[src/rtl/morse_pkg.sv]
// Shared definitions for the single-key Morse front end: FSM state encoding,
// default 100 MHz cycle constants, reduced simulation constants and a small
// helper used to size the timing counter.
package morse_pkg;

  typedef enum logic [1:0] {
    IDLE  = 2'd0,
    PRESS = 2'd1,
    GAP   = 2'd2
  } morse_state_t;

  // Default cycle counts for a 100 MHz system clock
  localparam int DEF_DEBOUNCE_CYC = 2_000_000;
  localparam int DEF_DASH_CYC     = 30_000_000;
  localparam int DEF_BKSP_CYC     = 150_000_000;
  localparam int DEF_GAP_CYC      = 70_000_000;

  // Reduced cycle counts so simulations finish quickly
  localparam int SIM_DEBOUNCE_CYC = 4;
  localparam int SIM_DASH_CYC     = 20;
  localparam int SIM_BKSP_CYC     = 60;
  localparam int SIM_GAP_CYC      = 40;

  function automatic int max_int(input int a, input int b);
    return (a > b) ? a : b;
  endfunction

endpackage

[src/rtl/morse_key_timer_debounce.sv]
// key_debounce: two-flop synchroniser followed by a stable-count debouncer.
// The debounced level only changes after the synchronised key has differed
// from it for DEBOUNCE_CYC consecutive cycles.
module key_debounce
  import morse_pkg::*;
#(
  parameter int DEBOUNCE_CYC = DEF_DEBOUNCE_CYC
) (
  input  logic clk,
  input  logic rst,
  input  logic key,
  output logic deb
);

  localparam int DW = (DEBOUNCE_CYC > 1) ? $clog2(DEBOUNCE_CYC) : 1;
  localparam logic [DW-1:0] LAST = DW'(DEBOUNCE_CYC - 1);

  logic          sync_1;
  logic          key_s;
  logic [DW-1:0] stable_cnt;

  // Bring the asynchronous key into the clock domain through two flops
  always_ff @(posedge clk) begin
    if (rst) begin
      sync_1 <= 1'b0;
      key_s  <= 1'b0;
    end else begin
      sync_1 <= key;
      key_s  <= sync_1;
    end
  end

  // Count cycles of disagreement; adopt the new level once it has held long enough
  always_ff @(posedge clk) begin
    if (rst) begin
      deb        <= 1'b0;
      stable_cnt <= '0;
    end else if (key_s != deb) begin
      if (stable_cnt == LAST) begin
        deb        <= key_s;
        stable_cnt <= '0;
      end else begin
        stable_cnt <= stable_cnt + DW'(1);
      end
    end else begin
      stable_cnt <= '0;
    end
  end

endmodule

[src/rtl/morse_key_timer.sv]
// morse_key_timer: one telegraph key in, dot/dash/backspace/confirm pulses out.
// Press length picks the symbol, a long enough release ends the letter.
// Optional feature macro: MORSE_DASH_LED_EN drives dash_ready as live
// feedback that the current press has reached dash length; without it
// dash_ready is tied low.
module morse_key_timer
  import morse_pkg::*;
#(
  parameter int DEBOUNCE_CYC = DEF_DEBOUNCE_CYC,
  parameter int DASH_CYC     = DEF_DASH_CYC,
  parameter int BKSP_CYC     = DEF_BKSP_CYC,
  parameter int GAP_CYC      = DEF_GAP_CYC
) (
  input  logic clk,
  input  logic rst,
  input  logic key,
  output logic dot,
  output logic dash,
  output logic backspace,
  output logic confirm,
  output logic busy,
  output logic dash_ready
);

  localparam int CW = $clog2(max_int(BKSP_CYC, GAP_CYC) + 1);
  localparam logic [CW-1:0] CNT_MAX  = '1;
  localparam logic [CW-1:0] DASH_TH  = CW'(DASH_CYC);
  localparam logic [CW-1:0] BKSP_TH  = CW'(BKSP_CYC);
  localparam logic [CW-1:0] GAP_LAST = CW'(GAP_CYC - 1);

  logic          deb;
  morse_state_t  state;
  morse_state_t  state_next;
  logic [CW-1:0] cnt;
  logic [CW-1:0] cnt_next;
  logic          dot_set;
  logic          dash_set;
  logic          bksp_set;
  logic          conf_set;

  key_debounce #(
    .DEBOUNCE_CYC(DEBOUNCE_CYC)
  ) u_debounce (
    .clk(clk),
    .rst(rst),
    .key(key),
    .deb(deb)
  );

  // Next-state and pulse decisions; a key rise in GAP beats the gap timeout
  always_comb begin
    state_next = state;
    dot_set    = 1'b0;
    dash_set   = 1'b0;
    bksp_set   = 1'b0;
    conf_set   = 1'b0;
    case (state)
      IDLE: begin
        if (deb) state_next = PRESS;
      end
      PRESS: begin
        if (!deb) begin
          if (cnt < DASH_TH) begin
            dot_set    = 1'b1;
            state_next = GAP;
          end else if (cnt < BKSP_TH) begin
            dash_set   = 1'b1;
            state_next = GAP;
          end else begin
            bksp_set   = 1'b1;
            state_next = IDLE;
          end
        end
      end
      GAP: begin
        if (deb) begin
          state_next = PRESS;
        end else if (cnt == GAP_LAST) begin
          conf_set   = 1'b1;
          state_next = IDLE;
        end
      end
      default: state_next = IDLE;
    endcase
  end

  // Timing counter restarts on every state entry and sticks at its top value
  always_comb begin
    cnt_next = cnt;
    if (state_next != state) begin
      cnt_next = '0;
    end else if (cnt != CNT_MAX) begin
      cnt_next = cnt + CW'(1);
    end
  end

  // State, counter and registered one-cycle output pulses
  always_ff @(posedge clk) begin
    if (rst) begin
      state     <= IDLE;
      cnt       <= '0;
      dot       <= 1'b0;
      dash      <= 1'b0;
      backspace <= 1'b0;
      confirm   <= 1'b0;
    end else begin
      state     <= state_next;
      cnt       <= cnt_next;
      dot       <= dot_set;
      dash      <= dash_set;
      backspace <= bksp_set;
      confirm   <= conf_set;
    end
  end

  assign busy = (state != IDLE);

`ifdef MORSE_DASH_LED_EN
  logic dash_ready_q;

  // Track next-cycle state so the LED lines up exactly with PRESS and cnt
  always_ff @(posedge clk) begin
    if (rst) begin
      dash_ready_q <= 1'b0;
    end else begin
      dash_ready_q <= (state_next == PRESS) && (cnt_next >= DASH_TH);
    end
  end

  assign dash_ready = dash_ready_q;
`else
  assign dash_ready = 1'b0;
`endif

endmodule

[config.mk]
export PLATFORM = sky130hd
export DESIGN_NAME = morse_key_timer
export DESIGN_NICKNAME = d
export VERILOG_FILES = /design/src/rtl/morse_pkg.sv /design/src/rtl/morse_key_timer_debounce.sv /design/src/rtl/morse_key_timer.sv
export SDC_FILE = /design/constraint.sdc
export NUM_CORES = 1
export LEC_CHECK = 0
export ABC_AREA = 1
export CELL_PAD_IN_SITES_DETAIL_PLACEMENT = 1
export CELL_PAD_IN_SITES_GLOBAL_PLACEMENT = 1
export CORE_ASPECT_RATIO = 0.9
export CORE_MARGIN = 2
export CORE_UTILIZATION = 50
export CTS_BUF_LIST = sky130_fd_sc_hd__clkbuf_4 sky130_fd_sc_hd__clkbuf_8
export DETAILED_ROUTE_END_ITERATION = 7
export PLACE_DENSITY = 0.95
export REMOVE_ABC_BUFFERS = 1
export SLEW_MARGIN = 10
export SYNTH_ARGS = -nofsm -noshare
export SYNTH_HDL_FRONTEND = slang
export SYNTH_SLANG_ARGS = --single-unit
[constraint.sdc]
create_clock -name clk -period 5.3 [get_ports clk]
set_clock_uncertainty 0.15 [all_clocks]
set_input_delay 0.53 -clock clk [delete_from_list [all_inputs] [get_ports clk]]
set_output_delay 0.53 -clock clk [all_outputs]
set_load 0.01 [all_outputs]
==> results.md, run 1 <==
* Dpl hpwl at 6860 um
* Cts hold-fix bufs at 0
* Worst hold path class: flop to flop
* Pre-CTS WS at 3.00 ns
* CP peak stage delay at 0.45 ns
* Worst EP required at 5.36 ns
* Number of global-route vias before repair at 3349
* Setup violators final at 0
* First-pass GRT wire length at 15600 um
* DRC at 0
* RSZ-0062 raised after global routing: no
* Worst rel slew slack at 60.6%
* Post-route ant nets at 0
* Detailed Route Iter0 Violations at 164
* # nets final at 515
* Delay-heaviest family, CP: simple AND/OR/NAND/NOR gates
* Post-layout util at 55.0%
* Power per Cell Area at 233 nW/um2
* Diodes inserted at 0
* Crit path cell chain: ha_1 -> nand2_1 -> nor2_2 -> nand2_2 -> nor2_2 -> nand3_2 -> nand2_2 -> nand3_2 -> nand2_4 -> nor2_1
* Via count at 3220
* H-Tree Level Count at 3
* Yosys reg bits at 58
* Worst hold slack at 0.283 ns
* Slew Limit Fails at 0
* Status: finished clean
* Initial antenna violation count at 0
* Post-route setup slack at 2.99 ns
* Post-synthesis area per instance at 6.59 um2
* # placed instances at 589
* Worst Tran Pin Value at 0.586 ns
* Fin cells at 605
* Crit path buf inv count at 0
* Kind of critical path: flop to flop
* Chip height at 81.0 um
* Cell area after synthesis at 3290 um2
* Routed wire length at 9330 um
* CTS tree: done
* WL/cell at 15.4 um
* VDD IR max at 0.216 mV
* Setup TNS at 0 ns
* CP max FO at 28
* Final period util at 43.6%
* Leading area contributor after synthesis: dfxtp_1
* Die area at 7250 um2
* Commonest cells in the netlist: nand2_1, nor2_1, dfxtp_1
* Synth area leaders: dfxtp_1, nand2_1, nor2_1
* Die Wd at 89.6 um
* Starting Density at 50.8%
* Main synth FF type: dfxtp_1
* TritonCTS Sinks at 58
* Clock slew at reported path FFs at 0.06 ns
* Worst skew pair latency at 0.35 ns
* I/O pin count at 9
* Post-synth cell types at 34
* Area share of the largest cell type after synthesis at 35.2%
* Filler cell count at 896
* CP startpoint kind: flop
* CP endpoint kind: flop
* Grt ovf at 0
* Leak at 1.28 nW
* Max frequency at 0.433 GHz
* Ys Warns at 0
* # rows at 28
* Core Region at 6480 um2
* Minimum clock period at 2.31 ns
* Fin. Hold Viols at 0
* Max-cap violations at 0
* GRT Util Overall at 28.1%
* Largest net degree at the start of global routing at 29
* Synth Instances at 500
* CTS Root Cell: clkbuf_8
* Top-count cell post-synth: nand2_1
* Total CTS buffers at 9
* P&R area growth vs syn at 8.20%
* PortBufs at 7
* Pre-Repair DR Iteration Count at 4
* Critical path's slowest cell: dfxtp_1
* EDFF count, synth at 0
* Via density per instance at 5.32
* Final estimated routing congestion in global placement at 0.936
* Share of layout cells above drive strength 1 at 11.8%
* Post-cts gate resize count at 0
* Postcts setup bufs at 0
* WP data arrival at 2.37 ns
* Max Root-Sink Buffers at 2
* Seq/Total Area, Yosys at 35.2%
* Asr flop ratio synth at 0%
layout make-up:
type                       instances  area, um2  area share (%)
multi-input combinational        377       1830            51.4
sequential                        58       1160            32.6
inverter                          57        215            6.04
clock buffer                      11        145            4.07
tap                               90        113            3.16
timing repair buffer               7       70.1            1.97
clock inverter                     5       30.0           0.842
tightest hold or removal path, cell delays in order (launching register included):
cell and delay (ns):
dfxtp_1 0.31, inv_1 0.05, nor2_1 0.03
sequential cells by signal, indices dropped and copies added (netlist names):
signal and flops:
backspace 1, cnt 28, confirm 1, dash 1, dot 1, state 2
u_debounce.deb 1, u_debounce.key_s 1, u_debounce.stable_cnt 21, u_debounce.sync_1 1
per-stage QoR:
stage / total power [mW] / cell area (um2)
2_1_floorplan: 0.465 / 3210
4_1_cts: 0.837 / 3560
3_3_place_gp: 0.470 / 3390
5_1_grt: 0.859 / 3560
6_report: 0.829 / 3560
3_5_place_dp: 0.472 / 3390
cells by family after synthesis:
family | Yosys count | share of synthesized area, %
other | 1 | 0.114
AOI/OAI and AO/OA | 24 | 3.87
adders and majority gates | 2 | 0.759
DFF | 58 | 35.2
and+or+nand+nor | 331 | 45.8
buffers and inverters | 65 | 9.19
xor gates and xnor gates | 19 | 5.05
worst paths after layout:
path	startpoint	end	slack, ns	cells past startpoint
setup reg to reg	cnt[0]	cnt[0]	2.99	10
setup / recovery	cnt[0]	cnt[0]	2.99	10
hold / removal	u_debounce.sync_1	u_debounce.key_s	0.28	2
hold reg to reg	u_debounce.sync_1	u_debounce.key_s	0.28	2
metal layers:
| metal | global-route usage, % | up-vias | wire [um] | part of all wire [%] |
|---|---|---|---|---|
| li1 | - | 1592 | - | - |
| met1 | 34.6 | 1538 | 4190 | 45 |
| met2 | 47.1 | 70 | 4490 | 48 |
| met3 | 7.52 | 20 | 431 | 4.6 |
| met4 | 9.70 | 0 | 209 | 2.2 |
| met5 | 0 | - | 0 | 0 |
cells in the final DEF, fill, tap and decap left out, drive strengths merged:
cell           netlist  layout
nor2               136     136
nand2              122     122
dfxtp               58      58
inv                 56      56
nand3               32      32
nand4               15      15
nor3                15      15
xor2                14      14
a21oi               13      13
clkbuf               0      11
o21ai                8       8
clkdlybuf4s50        0       7
nor3b                5       5
xnor2                5       5
clkinv               1       4
nor4                 3       3
ha                   2       2
clkinvlp             0       2
o211ai               1       1
nand3b               1       1
o22ai                1       1
and3                 1       1
or2                  1       1
o2111ai              1       1
conb                 1       1
where the power goes:
part           internal, mW  leakage [nW]  switching [mW]
combinational       0.00625         0.725          0.0138
sequential            0.439         0.468         0.00339
clock                 0.185        0.0885           0.182
total                 0.630          1.28           0.199
Power figures use the tool's default switching activity.
==> run 2: changes to the inputs <==
- CORE_UTILIZATION: 50 -> 42
- PLACE_DENSITY: 0.95 -> 0.88
- clock period: 5.3 -> 2 ns (I/O delays scaled with it)
==> run 2 against run 1 <==
Compared with the run above:
- global-route usage fell by 4.5 points
- sequential share of layout area fell by 2.1 points
- first-iteration DRC count fell by 32%
- power rose to 2.7 times the previous value
- sequential power rose to 2.6 times the previous value
- critical path depth rose by 1
- core utilization fell by 4.6 points
- count of clock-buffer cells in the layout fell by 1
- final area rose by 7.3%
- via count rose by 2.1%
- die area rose by 18%
- wire length rose by 2.6%
- critical path type unchanged
- largest power group unchanged
- highest routed layer unchanged
==> results.md, run 2 (synthesized netlist as in run 1, its figures left out) <==
* Status: finished clean
* Worst skew pair latency at 0.35 ns
* Post-layout util at 50.4%
* GR Util met2 at 44.4%
* Grt ovf at 0
* CP peak stage delay at 0.37 ns
* Largest regs: cnt x28, u_debounce.stable_cnt x21, state x2
* Detailed Route Iter0 Violations at 111
* Clock slew at reported path FFs at 0.07 ns
* Critical path's slowest cell: dfxtp_1
* Max Root-Sink Buffers at 2
* Reg2reg path depth at 11
* Minimum clock period at 1.88 ns
* Delay-heaviest family, CP: simple AND/OR/NAND/NOR gates
* Total design power at 2.24 mW
* Met1 global-route usage at 26.5%
* Crit path cell chain: ha_2 -> nand2_1 -> nor2_2 -> nand2_2 -> nor2_2 -> nand3_2 -> nand2_2 -> nand3_2 -> nand2_4 -> buf_12 -> nor2_1
* Max reg flops at 28
* Core Region at 7580 um2
* TritonCTS Sinks at 58
* Power per Cell Area at 587 nW/um2
* Slew Limit Fails at 0
* Cts hold-fix bufs at 0
* Crit path buf inv count at 1
* Hold path cells at 3
* I/O pin count at 9
* WL/cell at 15.1 um
* Dpl hpwl at 7290 um
* CP endpoint kind: flop
* P&R area growth vs syn at 16.1%
* Pre-Repair DR Iteration Count at 4
* CTS Root Cell: clkbuf_8
* Setup violators final at 0
* Total CTS buffers at 9
* Max frequency at 0.531 GHz
* Die area at 8570 um2
* Sw Share at 25.3%
* # rows at 30
* Post-route ant nets at 0
* Via density per instance at 5.19
* DRC at 0
* Power share of the combinational group at 3.4%
* WP data arrival at 1.98 ns
* Worst path depth at 11
* VDD IR max at 0.336 mV
* Initial antenna violation count at 0
* CP startpoint kind: flop
* Most frequent cells in the layout: nand2_1, nor2_1, dfxtp_1
* Worst EP required at 2.10 ns
* Largest net degree at the start of global routing at 17
* Kind of critical path: flop to flop
* Switch Pwr at 0.567 mW
* CTS tree: done
* Final period util at 94.2%
* # nets final at 537
* Reg power frac at 52.1%
* Setup TNS at 0 ns
* Leak at 1.42 nW
* Share of layout cells above drive strength 1 at 17.5%
* Multi-input logic area at 1870 um2
* Biggest register: cnt
* Routed wire length at 9570 um
* PortBufs at 7
* P_int at 1.68 mW
* Die Wd at 97.4 um
* Most common cell after layout, fill and taps aside: nand2_1
* Diodes inserted at 0
* GRT Util Overall at 23.6%
* Starting Density at 43.4%
* Met3 Use GR at 6.30%
* Final estimated routing congestion in global placement at 0.930
* Chip height at 88.0 um
* Top Usage Layer GRT: met2
* H-Tree Level Count at 3
* FF-to-FF setup slack at 0.12 ns
* Clock power frac at 44.5%
* CP max FO at 16
* FF+latch area at 1160 um2
* Filler cell count at 1048
* Max-cap violations at 0
* Worst hold path class: primary input to flop
* Via count at 3287
* RSZ-0062 raised after global routing: no
* Fin. Hold Viols at 0
* First-pass GRT wire length at 16200 um
* Number of global-route vias before repair at 3477
[run 2: cell count changes in the layout (fill, tap and decap cells not counted), moves of 2 or more]
cell	change
buf_4	+19
nor2_2	+2
buf_12	+3
dfxtp_2	+3
ha_1	-2
clkinv_2	-2
dfxtp_1	-3
nor2_1	-3
[run 2: power by group through the flow]
stage	Clock (mW)	Sequential, mW	Combinational, mW
6_report	0.998	1.17	0.0767
5_1_grt	1.07	1.17	0.0854
4_1_cts	1.03	1.17	0.0763
3_5_place_dp	0	1.20	0.0752
3_3_place_gp	0	1.19	0.0723
2_1_floorplan	0	1.20	0.0372
[run 2: per-stage QoR]
stage | cells | worst slack, ns | hold slack (ns) | instance area, um2
global placement | 614 | 0.160 | 0.247 | 3580
floorplan | 492 | 0.153 | 0.119 | 3210
global route | 633 | 0.00229 | 0.229 | 3820
finish | 633 | 0.116 | 0.216 | 3820
CTS | 630 | 0.0286 | 0.204 | 3760
detailed placement | 614 | 0.0464 | 0.249 | 3580
[run 2: what timing repair did]
item | in CTS | in global routing
endpoints found under the setup margin | 0 | 39
endpoints found under the hold margin | 0 | 0
gates resized for setup | 0 | 15
setup buffers | 0 | 3
[run 2: final timing paths]
path / to / from
max: cnt[0] / cnt[1]
max reg2reg: cnt[0] / cnt[1]
min reg2reg: u_debounce.key_s / u_debounce.sync_1
min: u_debounce.sync_1 / key
[run 2: worst min-delay path, stage by stage]
cell and delay, ns:
clkdlybuf4s50_1 0.40, inv_1 0.05, nor2_1 0.03
[run 2: cell type report]
class,count,area share (%)
Multi-Input combinational cell,377,48.9
Sequential cell,58,30.5
Inverter,57,5.66
Timing Repair Buffer,29,7.13
Clock buffer,10,3.60
Clock inverter,6,1.08
Tap cell,96,3.14
[run 2: routing by layer]
layer / vias to the layer above / wire length, um
li1: 1633 / -
met1: 1593 / 4170
met2: 47 / 4920
met3: 14 / 315
met4: 0 / 167
met5: - / 0
==> run 3: changes to the inputs <==
- HOLD_SLACK_MARGIN: default -> 0.06
==> results of run 3 <==
Final layout, timing and power as in run 2 (identical DEF).
